[config.mk]
export PLATFORM = sky130hd
export DESIGN_NAME = one_unit_scale_flat
export DESIGN_NICKNAME = d
export VERILOG_FILES = /design/src/rtl/one_unit_scale_if.sv /design/src/rtl/one_unit_scale.sv /design/src/flat_wrapper.sv
export SDC_FILE = /design/constraint.sdc
export NUM_CORES = 1
export LEC_CHECK = 0
export ABC_CLOCK_PERIOD_IN_PS = 6800
export CAP_MARGIN = 20
export CORE_MARGIN = 1.5
export CORE_UTILIZATION = 55
export CTS_BUF_LIST = sky130_fd_sc_hd__clkbuf_16
export CTS_CLUSTER_DIAMETER = 30
export DETAILED_ROUTE_END_ITERATION = 10
export PLACE_DENSITY = 0.84
export SLEW_MARGIN = 5
export SYNTH_ARGS = -nofsm -noshare
export SYNTH_HDL_FRONTEND = slang
export SYNTH_SLANG_ARGS = --single-unit
[constraint.sdc]
create_clock -name clk_mul -period 6.8 [get_ports clk_mul]
set_input_delay 1.02 -clock clk_mul [delete_from_list [all_inputs] [get_ports clk_mul]]
set_output_delay 1.02 -clock clk_mul [all_outputs]
set_load 0.005 [all_outputs]
[src/rtl/one_unit_scale_if.sv]
// one_unit_scale_if: element stream bundle for one_unit_scale.
//   in_valid/in_ready/in_data      : input element handshake (signed DW)
//   out_valid/out_ready/out_data   : output element handshake (signed DW)
//   out_idx                        : row-major element index of out_data
//   out_last                       : out_idx is the last element of the frame
//   ovf                            : out_data was clamped (saturating build only)
// Modports: master = producer/consumer side (testbench or upstream logic),
//           slave  = the scaler itself.
interface one_unit_scale_if #(
  parameter int unsigned DW = 26,
  parameter int unsigned IW = 4
);
  logic                 in_valid;
  logic                 in_ready;
  logic signed [DW-1:0] in_data;
  logic                 out_valid;
  logic                 out_ready;
  logic signed [DW-1:0] out_data;
  logic [IW-1:0]        out_idx;
  logic                 out_last;
  logic                 ovf;

  modport master (
    output in_valid, in_data, out_ready,
    input  in_ready, out_valid, out_data, out_idx, out_last, ovf
  );

  modport slave (
    input  in_valid, in_data, out_ready,
    output in_ready, out_valid, out_data, out_idx, out_last, ovf
  );
endinterface

[src/rtl/one_unit_scale.sv]
// one_unit_scale: streaming scaler for an N x N weight matrix, one element per cycle.
// Each element is multiplied by an unsigned coefficient (latched at element 0 of each
// frame) or bypassed, through a two-stage pipeline with valid/ready flow control.
// k_mul = 3, en_mul = 1 reproduces the legacy w <- 3w step.
//
// Ports:
//   clk_mul   : clock, rising edge
//   rstn_mul  : asynchronous active-low reset
//   clr_mul   : synchronous clear; flushes the pipeline and zeroes the index counter
//   en_mul    : 1 = scale, 0 = bypass; sampled with each element
//   k_mul     : unsigned coefficient, taken on acceptance of element 0
//   bus       : element stream (one_unit_scale_if, slave modport)
//
// Build option: define ONE_UNIT_SCALE_SAT_EN to saturate out-of-range products and flag
// them on ovf; otherwise products wrap to DW bits and ovf is tied 0.
module one_unit_scale #(
  parameter int unsigned DW = 26,
  parameter int unsigned N  = 4,
  parameter int unsigned KW = 4
) (
  input  logic                 clk_mul,
  input  logic                 rstn_mul,
  input  logic                 clr_mul,
  input  logic                 en_mul,
  input  logic [KW-1:0]        k_mul,
  one_unit_scale_if.slave      bus
);

  localparam int unsigned IW = $clog2(N * N);
  localparam logic [IW-1:0] LastIdx = IW'(N * N - 1);
`ifdef ONE_UNIT_SCALE_SAT_EN
  // Full product width so range can be judged in stage 2.
  localparam int unsigned PW = DW + KW + 1;
`else
  // Wrapping only needs the low DW bits of the product.
  localparam int unsigned PW = DW;
`endif

  // Flow control
  logic s1_valid_q, s2_valid_q;
  logic s1_load, s2_load, accept;

  assign s2_load      = !s2_valid_q || bus.out_ready;
  assign s1_load      = !s1_valid_q || s2_load;
  assign bus.in_ready = s1_load && !clr_mul && rstn_mul;
  assign accept       = bus.in_valid && bus.in_ready;

  // Input index and coefficient hold
  logic [IW-1:0] idx_in_q, idx_in_next;
  logic [KW-1:0] k_hold_q, k_cur, k_sel;

  assign idx_in_next = (idx_in_q == LastIdx) ? '0 : idx_in_q + IW'(1);
  // Element 0 uses the live coefficient; the rest of the frame uses the held one.
  assign k_cur = (idx_in_q == '0) ? k_mul : k_hold_q;
  // Bypass is folded into the multiply as k = 1, which is exact and never overflows.
  assign k_sel = en_mul ? k_cur : KW'(1);

  logic signed [PW-1:0] data_ext, k_ext, prod;

  assign data_ext = PW'(bus.in_data);     // sign-extends
  assign k_ext    = PW'({1'b0, k_sel});   // zero-extends
  assign prod     = data_ext * k_ext;

  // Stage 1
  logic signed [PW-1:0] s1_prod_q;
  logic [IW-1:0]        s1_idx_q;
`ifdef ONE_UNIT_SCALE_SAT_EN
  logic                 s1_en_q;
`endif

  always_ff @(posedge clk_mul or negedge rstn_mul) begin
    if (!rstn_mul) begin
      idx_in_q   <= '0;
      k_hold_q   <= '0;
      s1_valid_q <= 1'b0;
      s1_prod_q  <= '0;
      s1_idx_q   <= '0;
`ifdef ONE_UNIT_SCALE_SAT_EN
      s1_en_q    <= 1'b0;
`endif
    end else if (clr_mul) begin
      idx_in_q   <= '0;
      s1_valid_q <= 1'b0;
    end else begin
      if (accept) begin
        idx_in_q <= idx_in_next;
        if (idx_in_q == '0) k_hold_q <= k_mul;
      end
      if (s1_load) begin
        s1_valid_q <= accept;
        if (accept) begin
          s1_prod_q <= prod;
          s1_idx_q  <= idx_in_q;
`ifdef ONE_UNIT_SCALE_SAT_EN
          s1_en_q   <= en_mul;
`endif
        end
      end
    end
  end

  // Stage 2 reduction to DW bits
  logic signed [DW-1:0] red_data;
`ifdef ONE_UNIT_SCALE_SAT_EN
  logic red_fits, red_ovf;

  always_comb begin
    // In range iff every bit above the DW sign bit matches it.
    red_fits = (&s1_prod_q[PW-1:DW-1]) || !(|s1_prod_q[PW-1:DW-1]);
    red_data = s1_prod_q[DW-1:0];
    red_ovf  = 1'b0;
    if (s1_en_q && !red_fits) begin
      red_ovf  = 1'b1;
      red_data = s1_prod_q[PW-1] ? {1'b1, {(DW-1){1'b0}}} : {1'b0, {(DW-1){1'b1}}};
    end
  end
`else
  assign red_data = s1_prod_q;
`endif

  // Stage 2 (output register)
  logic signed [DW-1:0] out_data_q;
  logic [IW-1:0]        out_idx_q;
  logic                 out_last_q;
`ifdef ONE_UNIT_SCALE_SAT_EN
  logic                 ovf_q;
`endif

  always_ff @(posedge clk_mul or negedge rstn_mul) begin
    if (!rstn_mul) begin
      s2_valid_q <= 1'b0;
      out_data_q <= '0;
      out_idx_q  <= '0;
      out_last_q <= 1'b0;
`ifdef ONE_UNIT_SCALE_SAT_EN
      ovf_q      <= 1'b0;
`endif
    end else if (clr_mul) begin
      s2_valid_q <= 1'b0;
    end else if (s2_load) begin
      s2_valid_q <= s1_valid_q;
      if (s1_valid_q) begin
        out_data_q <= red_data;
        out_idx_q  <= s1_idx_q;
        out_last_q <= (s1_idx_q == LastIdx);
`ifdef ONE_UNIT_SCALE_SAT_EN
        ovf_q      <= red_ovf;
`endif
      end
    end
  end

  assign bus.out_valid = s2_valid_q;
  assign bus.out_data  = out_data_q;
  assign bus.out_idx   = out_idx_q;
  assign bus.out_last  = out_last_q;
`ifdef ONE_UNIT_SCALE_SAT_EN
  assign bus.ovf       = ovf_q;
`else
  assign bus.ovf       = 1'b0;
`endif

endmodule

[src/flat_wrapper.sv]
// flat-port wrapper written by rule: the top's interface ports become plain ports
module one_unit_scale_flat 
#(
  parameter int unsigned DW = 26,
  parameter int unsigned N  = 4,
  parameter int unsigned KW = 4
)
  (clk_mul, rstn_mul, clr_mul, en_mul, k_mul, bus_in_valid, bus_in_data, bus_out_ready, bus_in_ready, bus_out_valid, bus_out_data, bus_out_idx, bus_out_last, bus_ovf);
  one_unit_scale_if #(.DW(DW), .IW(($clog2(N * N)))) bus_i ();
  input  logic clk_mul;
  input  logic rstn_mul;
  input  logic clr_mul;
  input  logic en_mul;
  input  logic [KW-1:0] k_mul;
  input wire logic [$bits(bus_i.in_valid)-1:0] bus_in_valid;
  input wire logic [$bits(bus_i.in_data)-1:0] bus_in_data;
  input wire logic [$bits(bus_i.out_ready)-1:0] bus_out_ready;
  output wire logic [$bits(bus_i.in_ready)-1:0] bus_in_ready;
  output wire logic [$bits(bus_i.out_valid)-1:0] bus_out_valid;
  output wire logic [$bits(bus_i.out_data)-1:0] bus_out_data;
  output wire logic [$bits(bus_i.out_idx)-1:0] bus_out_idx;
  output wire logic [$bits(bus_i.out_last)-1:0] bus_out_last;
  output wire logic [$bits(bus_i.ovf)-1:0] bus_ovf;
  assign bus_i.in_valid = bus_in_valid;
  assign bus_i.in_data = bus_in_data;
  assign bus_i.out_ready = bus_out_ready;
  assign bus_in_ready = bus_i.in_ready;
  assign bus_out_valid = bus_i.out_valid;
  assign bus_out_data = bus_i.out_data;
  assign bus_out_idx = bus_i.out_idx;
  assign bus_out_last = bus_i.out_last;
  assign bus_ovf = bus_i.ovf;
  one_unit_scale #(.DW(DW), .N(N), .KW(KW)) u_core (.clk_mul(clk_mul), .rstn_mul(rstn_mul), .clr_mul(clr_mul), .en_mul(en_mul), .k_mul(k_mul), .bus(bus_i));
endmodule
==> reports/qor.csv <==
metric,value,unit
core area,10460,sq um
Gate power share,39.5,%
CTS tree,yes,
"Clk pin slew, worst setup/hold paths",0.06,ns
mux share of post-synthesis cell area,7.429,%
P_sw,0.6055,mW
hold crit path type,flop to flop,
clock share of power,25.9,%
vias in the first global route,4686,
DRT Pass-1 Iters,5,
CTS buffer count,9,
Synth cell types,46,
# hold bufs at CTS,0,
Cell Rows,37,
clock latency at the later pin of the worst-skew pair,0.34,ns
Final Critical Period,5.744,ns
Relative slew margins,40.74,%
Max Cap Violations,0,
CTS Buffer Depth,2,
nets@finish,832,
fillcell total,840,
Syn Nets,766,
hold endpoint,u_core.red_data[0]$_DFFE_PN0P_,
dpl hpwl,9603,um
die height,107.4,um
DRT Wirelength,12630,um
Flop pwr share,34.6,%
htree depth,3,
synthesis-stage register bit count,71,
pwr dens,258.5,nW/um^2
Via density,5.390,
post-synthesis cell count,635,
Final setup violation count,0,
gr ovfl total,0,
CP Capture Type,flop,
post_cts resized,0,
register area share after synthesis,29.63,%
largest area contributor in the netlist,dfrtp_1,
Worst Path Arrival,5.94,ns
Ant. Diodes,0,
clock skew,0.006720,ns
post-place setup slack,0.7736,ns
final setup TNS,0,ns
reg2reg end,u_core.red_data[23]$_DFFE_PN0P_,
number of synthesized flops with an enable pin,0,
Leak,3.558,nW
maximum vdd drop,149.5,uV
status,finished clean,
yosys warns,0,
Port Buffers,68,
top_reg_cell synth,dfrtp_1,
fin. max-slew vios,0,
switching share of total power,32.92,%
"critical path fanouts, max",23,
CTS sink cnt,71,
R2R depth,20,
critical path required time,7.00,ns
global-route wire length before repair,21450,um
RSZ-0062 raised after global routing,no,
CP startpoint kind,input port,
most frequent cells after synthesis,"inv_1, and2_1, nand2_1",
setup ws final,1.056,ns
postcts setup bufs,0,
initial antenna violation count,0,
R2R setup slack,1.10,ns
Post-DRT Antenna Nets,0,
Simple-Gate Fraction of Synth Area,17.80,%
Root Buffer,clkbuf_16,
share of cells above drive strength 1,9.915,%
total track usage,23.37,%
drt initial violations,315,
Fmax,0.1741,GHz
Final Wtd Congestion,0.8763,
hold depth,2,
XOR/XNOR Fraction of Synth Area,2.567,%
DR DRC count,0,
main combinational cell family by area after synthesis,adder cells,
most frequent cell after synthesis,inv_1,
Synth top area share,29.63,%
initial core utilization,57.31,%
Int Power,1.233,mW
I/O pin total,70,
most area-consuming cells after synthesis,"dfrtp_1, fa_1, ha_1",
Fin. Hold Viols,0,
"Avg Cell Area, Syn",9.442,sq um
worst r2r src,u_core.idx_in_q[1]$_DFFE_PN0P_,
Slew @ Worst Pin,0.8868,ns
DR vias,4538,
area grow syn2layout,18.64,%
die width,107.4,um
Adder-Cell Fraction of Synth Area,25.33,%
largest net degree at the start of global routing,53,
share of flip-flops with an asynchronous set or reset,100.0,%
die area,11540,sq um
wire per inst,15.00,um
Synth Cell Area,5996,sq um
CP Class,input port to flop,
final period utilization,84.47,%
compound-cell area share of the yosys netlist,10.10,%
Hold Startpoint,u_core.red_data[0]$_DFFE_PN0P_,
==> worst max-delay path by stage <==
stage / slack [ns] / cells past startpoint / endpoint / from
final: 1.06 / 17 / u_core.red_data[23]$_DFFE_PN0P_ / en_mul
after global placement: 0.90 / 18 / u_core.red_data[16]$_DFFE_PN0P_ / k_mul[3]
after detailed placement: 0.77 / 17 / u_core.red_data[16]$_DFFE_PN0P_ / en_mul
after CTS: 1.09 / 18 / u_core.red_data[24]$_DFFE_PN0P_ / k_mul[3]
after floorplan: 1.80 / 18 / u_core.red_data[16]$_DFFE_PN0P_ / k_mul[2]
after global routing: 0.77 / 18 / u_core.red_data[24]$_DFFE_PN0P_ / k_mul[3]
==> layout by cell type, fill, tap and decap left out, types with 3 or more instances in the layout <==
cell type,count
o31a_1,3
buf_4,5
mux2i_1,4
o21ai_1,3
xor2_1,4
inv_1,94
o31ai_1,10
xnor2_1,11
ha_1,51
nand3_1,7
clkdlybuf4s50_1,67
dfrtp_1,71
o21a_1,10
nor2b_1,4
a21o_1,4
nand2_1,75
mux2_2,36
nor3_1,8
o21ai_0,23
and2_1,75
nand2b_1,6
or3_1,3
a211oi_1,6
o21bai_1,3
nor2_1,22
clkbuf_16,9
inv_6,3
fa_1,44
a21oi_1,16
==> critical path, cell delays in order <==
cell,delay [ns]
clkdlybuf4s50_1,0.53
nor2b_2,0.69
and2_1,0.24
ha_1,0.25
fa_1,0.54
inv_1,0.05
fa_1,0.52
inv_1,0.04
ha_1,0.33
o21ai_0,0.14
o21ai_0,0.25
nand3_1,0.20
a2111oi_2,0.46
o21bai_1,0.20
o21bai_1,0.21
xnor2_1,0.17
o21ai_1,0.10
==> state kept, by name (all words and copies together) (netlist names) <==
name / cells
u_core.bus.out_data: 26
u_core.red_data: 26
u_core.bus.out_idx: 4
u_core.idx_in_q: 4
u_core.k_hold_q: 4
u_core.s1_idx_q: 4
u_core.bus.out_last: 1
u_core.bus.out_valid: 1
u_core.s1_valid_q: 1
==> through the flow <==
step | cells | instance area (sq um) | power (mW) | hold slack [ns] | utilization, %
after global placement | 826 | 6810 | 1.325 | 0.4475 | 65.09
final | 842 | 7113 | 1.839 | 0.4774 | 67.99
after floorplan | 635 | 5996 | 1.059 | 0.4331 | -
after global routing | 842 | 7113 | 1.958 | 0.5005 | 67.99
after CTS | 842 | 7113 | 1.851 | 0.4761 | 67.99
after detailed placement | 826 | 6810 | 1.362 | 0.4633 | 65.09
==> cell families (layout without fill, tap and decap cells) <==
group / Yosys count / in the layout
AO/OA/AOI/OAI: 91 / 91
multiplexers: 40 / 40
other: 1 / 1
adder cells (fa/ha/maj): 95 / 95
AND/OR/NAND/NOR: 209 / 209
XOR/XNOR: 16 / 16
buffers and inverters: 112 / 183
flip-flops: 71 / 71
==> layout make-up <==
type                       instances  area, sq um  share of cell area [%]
clock buffer                       9        225.2                   3.166
multi-input combinational        452         3797                   53.39
inverter                          94        352.8                   4.960
tap                              136        170.2                   2.392
clock inverter                     7        77.57                   1.091
timing repair buffer              73        713.2                   10.03
sequential                        71         1777                   24.98
==> power by group through the flow <==
stage               clock network [mW]  registers (mW)  logic (mW)
floorplan                            0           0.624       0.435
finish                           0.477           0.636       0.727
CTS                              0.483           0.636       0.732
global route                     0.500           0.651       0.807
global placement                     0           0.633       0.692
detailed placement                   0           0.642       0.720
==> layer usage <==
metal	up-vias	part of all wire, %	GRT usage (%)
met3	14	4.3	4.298
li1	2189	-	-
met4	0	1.8	8.271
met2	116	49	39.54
met5	-	0	0
met1	2219	45	30.09
Power figures use the tool's default switching activity.
